File: src/rtl/param_universal_shift_register_if.sv
// Command/status bundle for param_universal_shift_register.
//   master: command source (drives cmd_*, par_in, serial fill bits)
//   slave : the shift register (drives cmd_ready, out, ser_out, busy, done)
interface param_universal_shift_register_if #(
  parameter int unsigned WIDTH = 8,
  parameter int unsigned CNT_W = 4
);
  logic             cmd_valid;
  logic             cmd_ready;
  logic [2:0]       cmd_op;
  logic [CNT_W-1:0] cmd_count;
  logic [WIDTH-1:0] par_in;
  logic             ser_in_r;
  logic             ser_in_l;
  logic [WIDTH-1:0] out;
  logic             ser_out;
  logic             busy;
  logic             done;

  modport master (
    output cmd_valid, cmd_op, cmd_count, par_in, ser_in_r, ser_in_l,
    input  cmd_ready, out, ser_out, busy, done
  );

  modport slave (
    input  cmd_valid, cmd_op, cmd_count, par_in, ser_in_r, ser_in_l,
    output cmd_ready, out, ser_out, busy, done
  );
endinterface

File: src/rtl/param_universal_shift_register.sv
// WIDTH-bit universal shift register running multi-step commands.
// A command (op, count) is accepted when cmd_valid && cmd_ready; its first
// step executes on the acceptance edge and further steps run one per clock
// in RUN. done pulses for one cycle after the final step.
// Ports:
//   clk  - rising-edge clock
//   rst  - asynchronous active-high reset
//   bus  - command handshake, parallel/serial data and status (slave side)
module param_universal_shift_register #(
  parameter int unsigned WIDTH = 8,
  parameter int unsigned CNT_W = 4
) (
  input logic                             clk,
  input logic                             rst,
  param_universal_shift_register_if.slave bus
);

  localparam logic [2:0] OP_HOLD = 3'b000;
  localparam logic [2:0] OP_SRL  = 3'b001;
  localparam logic [2:0] OP_SL   = 3'b010;
  localparam logic [2:0] OP_LOAD = 3'b011;
  localparam logic [2:0] OP_ROR  = 3'b100;
  localparam logic [2:0] OP_ROL  = 3'b101;
  localparam logic [2:0] OP_ASR  = 3'b110;
  localparam logic [2:0] OP_CLR  = 3'b111;

  typedef enum logic {IDLE, RUN} state_t;

  state_t           state_q, state_d;
  logic [2:0]       op_q, op_d;
  logic [CNT_W-1:0] rem_q, rem_d;
  logic [WIDTH-1:0] out_q, out_d;
  logic             ser_q, ser_d;
  logic             done_q, done_d;

  logic [2:0]       step_op;
  logic             do_step;
  logic [WIDTH-1:0] step_out;
  logic             step_ser;
  logic             step_is_shift;

  // State and datapath registers
  always_ff @(posedge clk or posedge rst) begin
    if (rst) begin
      state_q <= IDLE;
      op_q    <= OP_HOLD;
      rem_q   <= '0;
      out_q   <= '0;
      ser_q   <= 1'b0;
      done_q  <= 1'b0;
    end else begin
      state_q <= state_d;
      op_q    <= op_d;
      rem_q   <= rem_d;
      out_q   <= out_d;
      ser_q   <= ser_d;
      done_q  <= done_d;
    end
  end

  // Next-state: acceptance in IDLE executes the first step immediately
  always_comb begin
    state_d = state_q;
    op_d    = op_q;
    rem_d   = rem_q;
    done_d  = 1'b0;
    step_op = op_q;
    do_step = 1'b0;
    case (state_q)
      IDLE: begin
        step_op = bus.cmd_op;
        if (bus.cmd_valid) begin
          op_d = bus.cmd_op;
          if (bus.cmd_op == OP_LOAD || bus.cmd_op == OP_CLR) begin
            do_step = 1'b1;
            done_d  = 1'b1;
          end else if (bus.cmd_count <= CNT_W'(1)) begin
            // count 0 still completes, but performs no step
            do_step = (bus.cmd_count != '0);
            done_d  = 1'b1;
          end else begin
            do_step = 1'b1;
            rem_d   = bus.cmd_count - CNT_W'(1);
            state_d = RUN;
          end
        end
      end
      RUN: begin
        do_step = 1'b1;
        rem_d   = rem_q - CNT_W'(1);
        if (rem_q == CNT_W'(1)) begin
          state_d = IDLE;
          done_d  = 1'b1;
        end
      end
      default: state_d = IDLE;
    endcase
  end

  // One step of the selected operation
  always_comb begin
    step_out      = out_q;
    step_ser      = ser_q;
    step_is_shift = 1'b0;
    case (step_op)
      OP_HOLD: step_out = out_q;
      OP_SRL: begin
        step_out      = {bus.ser_in_r, out_q[WIDTH-1:1]};
        step_ser      = out_q[0];
        step_is_shift = 1'b1;
      end
      OP_SL: begin
        step_out      = {out_q[WIDTH-2:0], bus.ser_in_l};
        step_ser      = out_q[WIDTH-1];
        step_is_shift = 1'b1;
      end
      OP_LOAD: step_out = bus.par_in;
      OP_ROR: begin
        step_out      = {out_q[0], out_q[WIDTH-1:1]};
        step_ser      = out_q[0];
        step_is_shift = 1'b1;
      end
      OP_ROL: begin
        step_out      = {out_q[WIDTH-2:0], out_q[WIDTH-1]};
        step_ser      = out_q[WIDTH-1];
        step_is_shift = 1'b1;
      end
      OP_ASR: begin
        step_out      = {out_q[WIDTH-1], out_q[WIDTH-1:1]};
        step_ser      = out_q[0];
        step_is_shift = 1'b1;
      end
      OP_CLR: step_out = '0;
      default: step_out = out_q;
    endcase
    out_d = do_step ? step_out : out_q;
    ser_d = (do_step && step_is_shift) ? step_ser : ser_q;
  end

  assign bus.out       = out_q;
  assign bus.ser_out   = ser_q;
  assign bus.done      = done_q;
  assign bus.cmd_ready = (state_q == IDLE);
  assign bus.busy      = (state_q == RUN);

endmodule

File: src/flat_wrapper.sv
// flat-port wrapper written by rule: the top's interface ports become plain ports
module param_universal_shift_register_flat 
#(
  parameter int unsigned WIDTH = 8,
  parameter int unsigned CNT_W = 4
)
  (clk, rst, bus_cmd_valid, bus_cmd_op, bus_cmd_count, bus_par_in, bus_ser_in_r, bus_ser_in_l, bus_cmd_ready, bus_out, bus_ser_out, bus_busy, bus_done);
  param_universal_shift_register_if #(.WIDTH(WIDTH), .CNT_W(CNT_W)) bus_i ();
  input logic clk;
  input logic rst;
  input wire logic [$bits(bus_i.cmd_valid)-1:0] bus_cmd_valid;
  input wire logic [$bits(bus_i.cmd_op)-1:0] bus_cmd_op;
  input wire logic [$bits(bus_i.cmd_count)-1:0] bus_cmd_count;
  input wire logic [$bits(bus_i.par_in)-1:0] bus_par_in;
  input wire logic [$bits(bus_i.ser_in_r)-1:0] bus_ser_in_r;
  input wire logic [$bits(bus_i.ser_in_l)-1:0] bus_ser_in_l;
  output wire logic [$bits(bus_i.cmd_ready)-1:0] bus_cmd_ready;
  output wire logic [$bits(bus_i.out)-1:0] bus_out;
  output wire logic [$bits(bus_i.ser_out)-1:0] bus_ser_out;
  output wire logic [$bits(bus_i.busy)-1:0] bus_busy;
  output wire logic [$bits(bus_i.done)-1:0] bus_done;
  assign bus_i.cmd_valid = bus_cmd_valid;
  assign bus_i.cmd_op = bus_cmd_op;
  assign bus_i.cmd_count = bus_cmd_count;
  assign bus_i.par_in = bus_par_in;
  assign bus_i.ser_in_r = bus_ser_in_r;
  assign bus_i.ser_in_l = bus_ser_in_l;
  assign bus_cmd_ready = bus_i.cmd_ready;
  assign bus_out = bus_i.out;
  assign bus_ser_out = bus_i.ser_out;
  assign bus_busy = bus_i.busy;
  assign bus_done = bus_i.done;
  param_universal_shift_register #(.WIDTH(WIDTH), .CNT_W(CNT_W)) u_core (.clk(clk), .rst(rst), .bus(bus_i));
endmodule
File: config.mk
export PLATFORM = sky130hd
export DESIGN_NAME = param_universal_shift_register_flat
export DESIGN_NICKNAME = d
export VERILOG_FILES = /design/src/rtl/param_universal_shift_register_if.sv /design/src/rtl/param_universal_shift_register.sv /design/src/flat_wrapper.sv
export SDC_FILE = /design/constraint.sdc
export NUM_CORES = 1
export LEC_CHECK = 0
export BUFFER_PORTS_ARGS = -buffer_cell sky130_fd_sc_hd__buf_2
export CAP_MARGIN = 40
export CORE_MARGIN = 5
export CORE_UTILIZATION = 50
export DETAILED_ROUTE_END_ITERATION = 12
export PLACE_DENSITY_LB_ADDON = 0.15
export SLEW_MARGIN = 20
export SYNTH_ARGS = -nofsm -noshare
export SYNTH_HDL_FRONTEND = slang
export SYNTH_SLANG_ARGS = --single-unit
File: constraint.sdc
create_clock -name clk -period 3.1 [get_ports clk]
set_input_delay 0.31 -clock clk [delete_from_list [all_inputs] [get_ports clk]]
set_output_delay 0.31 -clock clk [all_outputs]
set_load 0.02 [all_outputs]
==> reports/qor_table.md <==
| Metric | Value |
| --- | --- |
| Number of sinks on the clock net | 18 |
| Area contributors post-synth | sky130_fd_sc_hd__dfrtp_1, sky130_fd_sc_hd__mux2i_1, sky130_fd_sc_hd__a31oi_1 |
| Most common library cells after synthesis | sky130_fd_sc_hd__dfrtp_1, sky130_fd_sc_hd__o21ai_0, sky130_fd_sc_hd__a31oi_1 |
| R2R cell count | 4 |
| Wire length on met2 | 1633 um |
| Path type of the worst setup path | flop to flop |
| Yosys warning count | 0 |
| Detail-routed via count per cell | 6.032 |
| Die Y | 59.83 um |
| Number of hold buffers added after CTS | 0 |
| Pin count of the biggest net entering global routing | 19 |
| Antenna cells | 0 |
| # port buffers | 31 |
| Slack of the worst reg-to-reg path | 0.94 ns |
| Crit path max fanout | 14 |
| Count of buffers added by post-CTS timing repair for setup | 0 |
| Final critical-path required period | 2.157 ns |
| Yosys top cell area share | 36.29% |
| Startpoint of the most critical register-to-register path | u_core.bus.busy$_DFF_PP0_ |
| Maximum vdd drop | 540.6 uV |
| Syn avg cell area | 10.09 um2 |
| Total die area | 3579 um2 |
| LEAKAGE | 0.6611 nW |
| Remaining number of nets flagged by the antenna check after routing | 0 |
| Total number of nets in the final design | 181 |
| Worst r2r dst | u_core.bus.ser_out$_DFFE_PP0P_ |
| Final Wtd Congestion | 0.7960 |
| Maximum clock path buffer count | 2 |
| Count of buffering cells on the critical path with inverters included | 0 |
| Final standard cell utilization of the core | 59.77% |
| Clock Pin Slew Worst Setup and Hold Paths | 0.11 ns |
| Net Count, Synth | 147 |
| Slowest library cell on the worst path | sky130_fd_sc_hd__dfrtp_1 |
| Kind of end point of the critical path | flop |
| Master cell of the clock root buffer | sky130_fd_sc_hd__clkbuf_4 |
| Ratio of final minimum period to clock period | 69.58% |
| Largest area contributor in the netlist | sky130_fd_sc_hd__dfrtp_1 |
| Overall overflow remaining after global route | 0 |
| Worst Path Arrival | 2.35 ns |
| Initial core utilization | 51.03% |
| Post-synth EDFFs | 0 |
| Global-route wire length before repair | 5009 um |
| Classification of the worst-slack hold path | input port to asynchronous set/reset pin |
| Post-Syn Area | 1241 um2 |
| DRT iter0 DRCs | 32 |
| Half-perimeter wire length after detailed placement | 2341 um |
| Synth async-reset ratio | 100.0% |
| Seq cells post-synth | 18 |
| Width of the chip | 59.83 um |
| Portion of the post-synthesis area used by sequential elements | 36.29% |
| DR WL met3 | 152 um |
| Final count of negative-setup-slack endpoints | 0 |
| Count of boundary I/O pins | 32 |
| Yosys cell types | 40 |
| Maximum single-stage delay on the critical path | 0.72 ns |
| Critical Path Stages | 4 |
| Cell family contributing the most delay on the critical path | flip-flops |
| Highest routing layer actually used | met4 |
| Final clock skew | 0.002913 ns |
| CP Cell Sequence | mux2i_2, nand3_2, and2_1, a41o_1 |
| Final Routed Wirelength | 3030 um |
| Number of detailed-route iterations in the first pass | 4 |
| Relative slew slack | 51.29% |
| Launching element type of the critical path | flop |
| Clock buffers created by TritonCTS | 3 |
| Number of levels in the clock H-tree | 1 |
| Total of max-cap violations | 0 |
| Total Neg Setup Slack | 0 ns |
| Area of the core region | 2432 um2 |
| RSZ-0062 raised after global routing | no |
| Slew @ Worst Pin | 0.7299 ns |
| Placement Rows | 18 |
| Antenna violations before repair | 0 |
| Post-route DRC | 0 |
| Clk_lat worst skew | 0.30 ns |
| Share of post-route cells with drive strength above 1 | 32.05% |
| Leading cell type by number of instances after synthesis | sky130_fd_sc_hd__dfrtp_1 |
| M1 WL | 1209 um |
| Worst Path Required | 3.30 ns |
| TritonCTS clock tree | built |
| Overall global routing resource usage | 18.84% |
| Hold violation total from the final report | 0 |
| Critical Path Sink | u_core.bus.ser_out$_DFFE_PP0P_ |
| Vias in the first global route | 1069 |
| Max Clk Rate | 463.6 MHz |
| Average detailed-routed wire length per instance | 16.29 um |
| Area added between synthesis and finish | 17.14% |
| Run status | complete, no violations |
| Post-synthesis cell count | 123 |
| Max Transition Viols Final | 0 |
| Worst setup path startpoint | u_core.bus.busy$_DFF_PP0_ |
| Power density relative to cell area | 1091 nW/um2 |
| Count of cells resized by post-cts repair | 0 |
| Via total after detailed routing | 1122 |
| Flip-flop cell with the highest count after synthesis | sky130_fd_sc_hd__dfrtp_1 |
[through the flow]
step / hold slack [ns] / instance area [um2] / std cells / total power, mW / setup slack [ns]
after floorplan: 0.2486 / 1241 / 123 / 1.200 / 1.286
after global placement: 0.4517 / 1418 / 182 / 1.401 / 1.099
after detailed placement: 0.4682 / 1418 / 182 / 1.444 / 0.9615
after CTS: 0.1304 / 1454 / 186 / 1.594 / 0.9445
after global routing: 0.1573 / 1454 / 186 / 1.729 / 0.6833
final: 0.1119 / 1454 / 186 / 1.587 / 0.9429
[worst min-delay path by stage]
stage / end / slack (ns) / cells past startpoint
3_3_place_gp: u_core.rem_q[2]$_DFFE_PP0P_ / 0.45 / 2
6_report: u_core.rem_q[0]$_DFFE_PP0P_ / 0.11 / 2
3_5_place_dp: u_core.rem_q[2]$_DFFE_PP0P_ / 0.47 / 2
2_1_floorplan: u_core.bus.busy$_DFF_PP0_ / 0.25 / 1
5_1_grt: u_core.rem_q[2]$_DFFE_PP0P_ / 0.16 / 2
4_1_cts: u_core.rem_q[0]$_DFFE_PP0P_ / 0.13 / 2
[state kept, by name (all words and copies together), names as in the netlist]
register and count:
u_core.op_q 3, u_core.bus.done 1, u_core.bus.out 8, u_core.rem_q 4
u_core.bus.busy 1, u_core.bus.ser_out 1
[cells by family (layout without fill, tap and decap cells)]
kind of cell | count (synthesis) | after routing | share of synthesized area [%]
compound gates | 45 | 45 | 25.30
flops | 18 | 18 | 36.29
xor+xnor | 4 | 4 | 2.823
fa+ha+maj | 4 | 4 | 4.032
simple gates | 25 | 25 | 10.89
mux | 18 | 18 | 17.24
buf+inv | 9 | 42 | 3.427
[cell type report]
type / instances / area (um2)
Multi-Input combinational cell: 96 / 748.2
Clock buffer: 4 / 36.28
Tap cell: 30 / 37.54
Inverter: 7 / 26.28
Sequential cell: 18 / 450.4
Fill cell: 229 / 978.4
Timing Repair Buffer: 31 / 155.1
[power breakdown]
group,switching [mW],internal (mW)
sequential,0.136,0.361
combinational,0.531,0.408
clock,0.0791,0.0716
[placed cells by master (no fill, tap or decap), types with 2 or more instances in the layout]
cell type	n
sky130_fd_sc_hd__a21oi_1	7
sky130_fd_sc_hd__mux2_1	3
sky130_fd_sc_hd__mux2i_2	3
sky130_fd_sc_hd__clkbuf_4	3
sky130_fd_sc_hd__nand2_1	5
sky130_fd_sc_hd__o21ai_0	9
sky130_fd_sc_hd__o21ai_1	2
sky130_fd_sc_hd__mux2_4	3
sky130_fd_sc_hd__ha_1	4
sky130_fd_sc_hd__mux2i_1	6
sky130_fd_sc_hd__xnor2_1	2
sky130_fd_sc_hd__a21boi_0	2
sky130_fd_sc_hd__nor3_2	2
sky130_fd_sc_hd__mux2_2	3
sky130_fd_sc_hd__a22oi_1	6
sky130_fd_sc_hd__inv_1	6
sky130_fd_sc_hd__nor3_1	7
sky130_fd_sc_hd__a31oi_1	8
sky130_fd_sc_hd__nor2_1	5
sky130_fd_sc_hd__dfrtp_1	18
sky130_fd_sc_hd__buf_2	31
sky130_fd_sc_hd__xor2_1	2
[metal layers]
metal	global-route usage, %	up-vias
li1	-	540
met1	23.36	544
met2	32.56	34
met3	2.808	4
met4	7.278	0
met5	0	-
No activity file was read; power rests on OpenSTA's default activity.
